### config.mk
export PLATFORM = sky130hd
export DESIGN_NAME = seg7_to_bcd_scanner_flat
export DESIGN_NICKNAME = d
export VERILOG_FILES = /design/src/rtl/seg7_to_bcd_scanner_if.sv /design/src/rtl/seg7_to_bcd_scanner.sv /design/src/flat_wrapper.sv
export SDC_FILE = /design/constraint.sdc
export NUM_CORES = 1
export LEC_CHECK = 0
export ABC_AREA = 1
export CORE_MARGIN = 3
export CORE_UTILIZATION = 50
export DETAILED_ROUTE_END_ITERATION = 16
export PLACE_DENSITY = 0.73
export SYNTH_ARGS = -nofsm -noshare
export SYNTH_HDL_FRONTEND = slang
export SYNTH_SLANG_ARGS = --single-unit
### constraint.sdc
create_clock -name clk -period 3.1 [get_ports clk]
set_clock_uncertainty 0.05 [all_clocks]
set_input_delay 0.31 -clock clk [delete_from_list [all_inputs] [get_ports clk]]
set_output_delay 0.31 -clock clk [all_outputs]
set_load 0.03 [all_outputs]
### src/rtl/seg7_to_bcd_scanner_if.sv
// Output-side frame handshake between seg7_to_bcd_scanner and its consumer.
// The scanner drives the frame and flags; the consumer drives out_ready.
interface seg7_to_bcd_scanner_if #(
    parameter int DIGITS = 4
);
    logic                  out_valid;
    logic                  out_ready;
    logic [4*DIGITS-1:0]   out_bcd;
    logic [DIGITS-1:0]     out_err;
    logic                  overrun;

    modport master (
        output out_valid,
        output out_bcd,
        output out_err,
        output overrun,
        input  out_ready
    );

    modport slave (
        input  out_valid,
        input  out_bcd,
        input  out_err,
        input  overrun,
        output out_ready
    );
endinterface

### src/rtl/seg7_to_bcd_scanner.sv
// Recovers BCD digits from a multiplexed active-low 7-segment display bus.
// Each strobed digit must hold steady for STABLE_CYCLES samples before it is
// captured; a full set of captured digits is handed out as one frame over a
// valid/ready handshake. Frames completing while one is still pending are
// dropped and flagged on the sticky overrun output.
// Optional build macro SEG7_BLANK_EN: when defined, the all-segments-off
// pattern decodes to a valid blank digit (4'hA, no error).
module seg7_to_bcd_scanner #(
    parameter int DIGITS        = 4,
    parameter int STABLE_CYCLES = 4
) (
    input  logic                 clk,
    input  logic                 rst_n,
    input  logic [6:0]           seg_n,
    input  logic [DIGITS-1:0]    digit_en,
    seg7_to_bcd_scanner_if.master bus
);

    localparam int CW = $clog2(STABLE_CYCLES + 1);
    localparam logic [CW:0] CAP_AT  = (CW + 1)'(STABLE_CYCLES - 1);
    localparam logic [CW:0] CNT_MAX = (CW + 1)'(STABLE_CYCLES);

    typedef enum logic [1:0] {
        IDLE,
        SETTLE,
        HOLD
    } state_t;

    state_t              state;
    state_t              state_nxt;
    logic [CW-1:0]       cnt;
    logic [CW-1:0]       cnt_nxt;
    logic [CW:0]         cnt_inc;
    logic                capture;

    logic [6:0]          seg_q;
    logic [6:0]          seg_p;
    logic [DIGITS-1:0]   en_q;
    logic [DIGITS-1:0]   en_p;
    logic                en_onehot;
    logic                en_same;
    logic                all_same;

    logic [3:0]          dec_bcd;
    logic                dec_err;

    logic [DIGITS-1:0]   mask;
    logic [4*DIGITS-1:0] frame_bcd;
    logic [DIGITS-1:0]   frame_err;

    logic                valid_q;
    logic [4*DIGITS-1:0] bcd_q;
    logic [DIGITS-1:0]   err_q;
    logic                overrun_q;

    assign bus.out_valid = valid_q;
    assign bus.out_bcd   = bcd_q;
    assign bus.out_err   = err_q;
    assign bus.overrun   = overrun_q;

    assign en_onehot = (en_q != '0) && ((en_q & (en_q - DIGITS'(1))) == '0);
    assign en_same   = (en_q == en_p);
    assign all_same  = en_same && (seg_q == seg_p);
    assign cnt_inc   = {1'b0, cnt} + (CW + 1)'(1);

    // Register the pins once, and keep the previous sample for change detection.
    always_ff @(posedge clk or negedge rst_n) begin
        if (!rst_n) begin
            seg_q <= '0;
            seg_p <= '0;
            en_q  <= '0;
            en_p  <= '0;
        end else begin
            seg_q <= seg_n;
            seg_p <= seg_q;
            en_q  <= digit_en;
            en_p  <= en_q;
        end
    end

    // Segment pattern to BCD digit, with invalid-pattern flag.
    always_comb begin
        dec_bcd = 4'hF;
        dec_err = 1'b1;
        case (seg_q)
            7'b0000001: begin dec_bcd = 4'd0; dec_err = 1'b0; end
            7'b1001111: begin dec_bcd = 4'd1; dec_err = 1'b0; end
            7'b0010010: begin dec_bcd = 4'd2; dec_err = 1'b0; end
            7'b0000110: begin dec_bcd = 4'd3; dec_err = 1'b0; end
            7'b1001100: begin dec_bcd = 4'd4; dec_err = 1'b0; end
            7'b0100100: begin dec_bcd = 4'd5; dec_err = 1'b0; end
            7'b0100000: begin dec_bcd = 4'd6; dec_err = 1'b0; end
            7'b0001111: begin dec_bcd = 4'd7; dec_err = 1'b0; end
            7'b0000000: begin dec_bcd = 4'd8; dec_err = 1'b0; end
            7'b0000100: begin dec_bcd = 4'd9; dec_err = 1'b0; end
`ifdef SEG7_BLANK_EN
            7'b1111111: begin dec_bcd = 4'hA; dec_err = 1'b0; end
`else
            7'b1111111: begin dec_bcd = 4'hF; dec_err = 1'b1; end
`endif
            default:    begin dec_bcd = 4'hF; dec_err = 1'b1; end
        endcase
    end

    // Stability FSM state and counter register.
    always_ff @(posedge clk or negedge rst_n) begin
        if (!rst_n) begin
            state <= IDLE;
            cnt   <= '0;
        end else begin
            state <= state_nxt;
            cnt   <= cnt_nxt;
        end
    end

    // Next state: count identical samples and capture once the strobe has settled.
    always_comb begin
        state_nxt = state;
        cnt_nxt   = cnt;
        capture   = 1'b0;
        case (state)
            IDLE: begin
                cnt_nxt = '0;
                if (en_onehot) begin
                    state_nxt = SETTLE;
                end
            end
            SETTLE: begin
                if (!en_onehot) begin
                    state_nxt = IDLE;
                    cnt_nxt   = '0;
                end else if (!all_same) begin
                    cnt_nxt = '0;
                end else if (cnt_inc >= CAP_AT) begin
                    // Capture on the increment that reaches STABLE_CYCLES-1.
                    capture   = 1'b1;
                    state_nxt = HOLD;
                    cnt_nxt   = '0;
                end else if (cnt_inc <= CNT_MAX) begin
                    cnt_nxt = cnt_inc[CW-1:0];
                end
            end
            HOLD: begin
                if (!en_same) begin
                    cnt_nxt   = '0;
                    state_nxt = en_onehot ? SETTLE : IDLE;
                end
            end
            default: begin
                state_nxt = IDLE;
                cnt_nxt   = '0;
            end
        endcase
    end

    // Digit slots and capture mask; a full mask is consumed the cycle after the last capture.
    always_ff @(posedge clk or negedge rst_n) begin
        if (!rst_n) begin
            mask      <= '0;
            frame_bcd <= '0;
            frame_err <= '0;
        end else begin
            if (capture) begin
                for (int unsigned i = 0; i < DIGITS; i++) begin
                    if (en_q[i]) begin
                        frame_bcd[4*i +: 4] <= dec_bcd;
                        frame_err[i]        <= dec_err;
                    end
                end
            end
            // A capture always lands in HOLD, so clearing and setting never collide.
            if (mask == '1) begin
                mask <= '0;
            end else if (capture) begin
                mask <= mask | en_q;
            end
        end
    end

    // Output frame register with valid/ready handshake and sticky overrun.
    always_ff @(posedge clk or negedge rst_n) begin
        if (!rst_n) begin
            valid_q   <= 1'b0;
            bcd_q     <= '0;
            err_q     <= '0;
            overrun_q <= 1'b0;
        end else if (mask == '1) begin
            if (!valid_q || bus.out_ready) begin
                valid_q <= 1'b1;
                bcd_q   <= frame_bcd;
                err_q   <= frame_err;
            end else begin
                overrun_q <= 1'b1;
            end
        end else if (valid_q && bus.out_ready) begin
            valid_q <= 1'b0;
        end
    end

endmodule

### src/flat_wrapper.sv
// flat-port wrapper written by rule: the top's interface ports become plain ports
module seg7_to_bcd_scanner_flat 
#(
    parameter int DIGITS        = 4,
    parameter int STABLE_CYCLES = 4
)
  (clk, rst_n, seg_n, digit_en, bus_out_valid, bus_out_bcd, bus_out_err, bus_overrun, bus_out_ready);
  seg7_to_bcd_scanner_if #(.DIGITS(DIGITS)) bus_i ();
  input  logic clk;
  input  logic rst_n;
  input  logic [6:0] seg_n;
  input  logic [DIGITS-1:0] digit_en;
  output wire logic [$bits(bus_i.out_valid)-1:0] bus_out_valid;
  output wire logic [$bits(bus_i.out_bcd)-1:0] bus_out_bcd;
  output wire logic [$bits(bus_i.out_err)-1:0] bus_out_err;
  output wire logic [$bits(bus_i.overrun)-1:0] bus_overrun;
  input wire logic [$bits(bus_i.out_ready)-1:0] bus_out_ready;
  assign bus_out_valid = bus_i.out_valid;
  assign bus_out_bcd = bus_i.out_bcd;
  assign bus_out_err = bus_i.out_err;
  assign bus_overrun = bus_i.overrun;
  assign bus_i.out_ready = bus_out_ready;
  seg7_to_bcd_scanner #(.DIGITS(DIGITS), .STABLE_CYCLES(STABLE_CYCLES)) u_core (.clk(clk), .rst_n(rst_n), .seg_n(seg_n), .digit_en(digit_en), .bus(bus_i));
endmodule
==> run metrics, run 1 <==
critical path class=register to register; Area after DPL=3457 µm²; slowest CP cell=nand2_1; Most used DFF post-synth=dfrtp_1; Cell variety after synth=23; largest net degree at the start of global routing=74; core area=about 5700 µm²; FF/Latch Area=between 1500 and 2000 µm²; Cells after Synth=308; # setup viols final=0; Die X=roughly 84 µm; HPWL after DPL=about 3800 µm; Post-route DRC=0; Avg WL per Cell=between 10 and 15 µm; sequential share of the synthesized area=0.6066; die area=about 7000 µm²; area leader, netlist=dfrtp_1; Syn Nets=about 320; DRT Pass-1 Iters=4; CP Capture Point=u_core.bus.out_err[1]$_DFFE_PN0P_; Post-synth EDFFs=0; Inserted Diodes=0; clock slew at reported path FFs=0.07 ns; FMAX=between 500 and 600 MHz; Final Instance Area=between 3000 and 4000 µm²; Hold Crit Start=seg_n[1]; top cells by area, synth=dfrtp_1, nand2_1, mux2_2, nor2_1, inv_1; Filler Cells Inserted=between 400 and 500; Rows=27; final hold vios=0; CP Capture Type=register; CP max FO=21; Tot GR Track Use=0.1733; unrepaired setup endpoints after global routing=false; vias in the first global route=roughly 2200; area of the multi-input gates=1077 µm²; worst-path cell chain=nand2_1 -> nor2_1 -> nand2_1 -> mux2_2; Slew Limit Headroom=0.4082; r2r setup slk=1.12 ns; setup bufs post-CTS=0; Layout Utilization=0.6391; Overflow after GRT=0; die height=around 84 µm; TNS Setup=0 ns; post-synthesis register bit count=73; First DRT Iteration DRCs=around 120; worst reg-to-reg path cell count=4; initial core utilization=0.5306; ANT nets after route=0; clk buf depth=2; outcome=completed; CTS Sinks=73; Max Slew Vio Count=0; commonest cells in the netlist=nand2_1, dfrtp_1, nor2_1; hold slack final=between 0.3 and 0.4 ns; Ys Warns=0; first-pass GRT wire length=a little under 10000 µm; max cap viols=0; CTS H-Tree Depth=3; crit path from=u_core.mask[1]$_DFFE_PN0P_; CP most frequent cell=nand2_1; final RePlAce weighted congestion=between 0.7 and 0.8; minimum clock period=1.983 ns; Port Buf Inserts=35; CP Launch Type=register; Mapped Avg Cell Area=9.778 µm²; Post-Synthesis Cell Area=~3000 µm²; fin crit share=0.6396; Syn-to-layout area delta=20.44%; reg2reg end=u_core.bus.out_err[1]$_DFFE_PN0P_; PD cells=between 400 and 500 nW/µm²; Max stage delay on crit path=0.61 ns; share of post-route cells with drive strength above 1=0.1564; DR vias/cell=4.898; WL final=5521 µm; Post-synth ARST share=1.000; Slew @ Worst Pin=~0.89 ns; Ports=36; Nets=370; Req. time, crit path=roughly 3.3 ns; Skew-Pair Late Insertion Delay=around 0.34 ns; total clock buffers created by CTS=9; LEAKAGE=1.877 nW; FF-to-FF Start=u_core.mask[1]$_DFFE_PN0P_; CTS tree=yes; arrival time at the worst endpoint=approximately 2.2 ns; CTS Root Cell=clkbuf_8; VDD IR max=0.2524 mV; post-CTS resize count=0; count leader, synth=nand2_1; antenna violations before repair=0; HP Class=input port to register; Synth top area share=0.6066; Vias=around 2100
[state kept, by name (all words and copies together) (netlist names)]
register              cells
u_core.bus.out_bcd       16
u_core.frame_bcd         16
u_core.seg_p              7
u_core.seg_q              7
u_core.bus.out_err        4
u_core.en_p               4
u_core.en_q               4
u_core.frame_err          4
u_core.mask               4
u_core.cnt                3
u_core.state              2
u_core.bus.out_valid      1
u_core.bus.overrun        1
[worst max-delay path, delay by kind of cell, from the launching register on]
| kind | cells | cell delay [ns] |
|---|---|---|
| flip-flops | 1 | 0.36 |
| AND/OR/NAND/NOR | 3 | 0.95 |
| multiplexers | 1 | 0.49 |
[cells in the final DEF (no fill, tap or decap), types with 2 or more instances in the layout]
master / n
nand2_2: 5
inv_1: 21
nand2_1: 112
inv_2: 5
nand3_1: 10
nor2_2: 6
clkinv_2: 4
clkbuf_8: 9
clkdlybuf4s50_1: 34
xnor2_1: 6
mux2_2: 20
a21oi_1: 2
nand3b_1: 3
o21ai_0: 6
nor2_1: 27
ha_1: 2
dfrtp_1: 73
[power breakdown]
group | switching (mW) | internal [mW] | total [mW]
Clock | 0.335 | 0.281 | 0.616
Sequential | 0.0198 | 0.973 | 0.993
Combinational | 0.0709 | 0.0452 | 0.116
[through the flow]
stage / total power, mW / std cells / worst slack, ns
final: 1.725 / 430 / 1.117
after global placement: 1.121 / 414 / 0.9760
after global routing: 1.804 / 430 / 0.9286
after detailed placement: 1.125 / 414 / 0.9216
after CTS: 1.742 / 430 / 1.086
after floorplan: 1.071 / 308 / 1.568
[logic make-up (layout without fill, tap and decap cells)]
family,count (synthesis),count (layout),synth area share
AOI/OAI and AO/OA,9,9,0.01579
xor gates and xnor gates,6,6,0.01745
adders and majority gates,2,2,0.008308
buffers and inverters,28,78,0.03573
DFF,73,73,0.6066
muxes,20,20,0.07478
and+or+nand+nor,170,170,0.2414
[metal layers]
metal	wire length, µm	vias to the layer above	global-route usage
met5	0	-	0
met4	182	0	0.08918
met3	209	18	0.04442
met2	2540	41	0.2675
met1	2588	993	0.2261
li1	-	1054	-
[how the worst min path moves through the flow]
| stage | endpoint | slack [ns] | depth (start not counted) |
|---|---|---|---|
| 3_3_place_gp | u_core.cnt[0]$_DFFE_PN0P_ | 0.31 | 2 |
| 6_report | u_core.seg_q[1]$_DFF_PN0_ | 0.35 | 1 |
| 3_5_place_dp | u_core.bus.out_bcd[3]$_DFFE_PN0P_ | 0.31 | 2 |
| 2_1_floorplan | u_core.bus.out_bcd[0]$_DFFE_PN0P_ | -0.04 | 0 |
| 4_1_cts | u_core.seg_q[1]$_DFF_PN0_ | 0.34 | 1 |
| 5_1_grt | u_core.en_q[2]$_DFF_PN0_ | 0.34 | 1 |
[final cells by class]
cell class	count	share of cell area
Sequential cell	73	0.5036
Multi-Input combinational cell	207	0.2970
Timing Repair Buffer	37	0.1035
Clock buffer	9	0.03415
Inverter	26	0.02691
Tap cell	72	0.02484
Clock inverter	6	0.01000
[what timing repair did]
item | in CTS | in global routing
setup endpoints to repair | 0 | 0
hold buffers | 1 | 0
endpoints found under the hold margin | 73 | 0
Power figures use the tool's default switching activity.
==> inputs of run 2 (changes only) <==
--- a/config.mk
+++ b/config.mk
@@ -7,9 +7,9 @@
 export LEC_CHECK = 0
 export ABC_AREA = 1
 export CORE_MARGIN = 3
-export CORE_UTILIZATION = 50
+export CORE_UTILIZATION = 49
 export DETAILED_ROUTE_END_ITERATION = 16
-export PLACE_DENSITY = 0.73
+export PLACE_DENSITY = 0.74
 export SYNTH_ARGS = -nofsm -noshare
 export SYNTH_HDL_FRONTEND = slang
 export SYNTH_SLANG_ARGS = --single-unit
==> constraint.sdc (replaced) <==
create_clock -name clk -period 1.7 [get_ports clk]
set_clock_uncertainty 0.05 [all_clocks]
set_input_delay 0.17 -clock clk [delete_from_list [all_inputs] [get_ports clk]]
set_output_delay 0.17 -clock clk [all_outputs]
set_load 0.03 [all_outputs]
==> run metrics, run 2 (same netlist as run 1, synthesis figures left out) <==
outcome=complete, but fails checks; failing checks=negative setup slack; antenna violations before repair=0; Ports=36; die height=84.40 µm; Inserted Diodes=0; overall power=3.795 mW; total clock buffers created by CTS=9; CTS H-Tree Depth=3; Rows=27; clock slew at reported path FFs=about 0.08 ns; Max Slew Vio Count=0; Post-route DRC=0; Syn-to-layout area delta=38.26%; fin crit share=1.027; Port Buf Inserts=35; Tot GR Track Use=0.1874; Overflow after GRT=0; most frequent cells in the layout=nand2_1, dfrtp_1, clkdlybuf4s50_1; Filler Cells Inserted=387; worst slack, placed=-0.07929 ns; FF/Latch Area=around 1800 µm²; Final Instance Area=approximately 4200 µm²; Avg WL per Cell=14.08 µm; TNS Setup=-0.5001 ns; Area after DPL=around 3500 µm²; die area=a little over 7000 µm²; DR vias/cell=about 5.1; Die X=~84 µm; final RePlAce weighted congestion=just over 0.9; largest net degree at the start of global routing=74; Nets=around 400; vias in the first global route=about 2300; first-pass GRT wire length=~10000 µm; Layout Utilization=0.7293; PD cells=911.4 nW/µm²; FMAX=between 500 and 600 MHz; CTS Sinks=73; First DRT Iteration DRCs=166; Vias=about 2300; Slew Limit Headroom=0.7478; most common cell after layout, fill and taps aside=nand2_1; share of post-route cells with drive strength above 1=0.3584; minimum clock period=between 1.5 and 2 ns; CP max FO=6; Slew @ Worst Pin=0.3783 ns; HP Class=input port to register; CP Capture Type=register; final worst setup slack=-0.04540 ns; LEAKAGE=roughly 2.1 nW; CTS tree=yes; core area=5709 µm²; max cap viols=0; CTS Root Cell=clkbuf_8; area of the multi-input gates=about 1300 µm²; # setup viols final=22; initial core utilization=0.5275; critical path class=register to register; VDD IR max=approximately 0.65 mV; arrival time at the worst endpoint=slightly below 2 ns; DRT Pass-1 Iters=4; unrepaired setup endpoints after global routing=true; ANT nets after route=0; CP Launch Type=register; final hold vios=0; WL final=6436 µm; clk buf depth=2; Skew-Pair Late Insertion Delay=0.34 ns; HPWL after DPL=roughly 4000 µm; Req. time, crit path=1.89 ns
## run 2: cell count changes in the layout (fill, tap and decap cells not counted), moves of 4 or more
cell	before	now
inv_1	21	17
buf_4	0	23
dfrtp_1	73	65
nor2_2	6	11
nand2_2	5	25
nor2_1	27	14
clkinv_2	4	0
nand2_1	112	87
nor2_4	1	9
dfrtp_2	0	8
## run 2: path summary, 6_finish.rpt
| check | startpoint | endpoint | slack (ns) | depth (start not counted) |
|---|---|---|---|---|
| max in group asynchronous | rst_n | u_core.seg_q[0]$_DFF_PN0_ | 0.96 | 3 |
| min reg2reg | u_core.bus.overrun$_DFFE_PN0P_ | u_core.bus.overrun$_DFFE_PN0P_ | 0.41 | 1 |
| min | digit_en[2] | u_core.en_q[2]$_DFF_PN0_ | 0.20 | 1 |
| min in group asynchronous | rst_n | u_core.seg_p[4]$_DFF_PN0_ | 0.34 | 3 |
| max | u_core.en_q[0]$_DFF_PN0_ | u_core.frame_bcd[7]$_DFFE_PN0P_ | -0.05 | 11 |
| max reg2reg | u_core.en_q[0]$_DFF_PN0_ | u_core.frame_bcd[7]$_DFFE_PN0P_ | -0.05 | 11 |
## run 2: routing by layer
metal  wire length (µm)  global-route usage  up-vias  part of all wire
li1                   -                   -     1107                 -
met1               2877              0.2510     1143              0.45
met2               3205              0.2848       61              0.50
met3                248             0.05496       11             0.039
met4                104             0.08345        0             0.016
met5                  0                   0        -                 0
## run 2: power by group
group / internal [mW] / switching (mW)
clock: 1.06 / 0.622
combinational: 0.130 / 0.170
sequential: 1.78 / 0.0378
## run 2: cell type report
cell class | instances | area share
well taps | 72 | 0.02163
clock inverters | 4 | 0.02374
multi-input cells | 207 | 0.3092
inverters | 26 | 0.02524
repair buffers | 63 | 0.1418
clock buffers | 12 | 0.03726
flip-flops and latches | 73 | 0.4411
## run 2: per-stage QoR
step	instances	hold slack, ns
floorplan	308	-0.1756
global placement	419	0.1740
detailed placement	419	0.1726
CTS	450	0.1909
global route	457	0.1810
finish	457	0.2035
## run 2: repair_timing
item / in CTS / in global routing
buffers inserted: 14 / 7
resized for setup: 21 / 59
hold buffers: 1 / 0
pin swaps: 4 / 39
endpoints found under the hold margin: 73 / 0
setup endpoints to repair: 23 / 27
## run 2: worst max-delay path, cell delays in order, from the launching register on
cell      delay [ns]
dfrtp_2         0.42
inv_2           0.06
nand2_1         0.05
nand2_1         0.06
nor2_2          0.14
nand2_1         0.07
nor2_2          0.14
nand4_4         0.23
clkinv_4        0.21
nand2_4         0.09
nand2_1         0.07
nand2_1         0.06
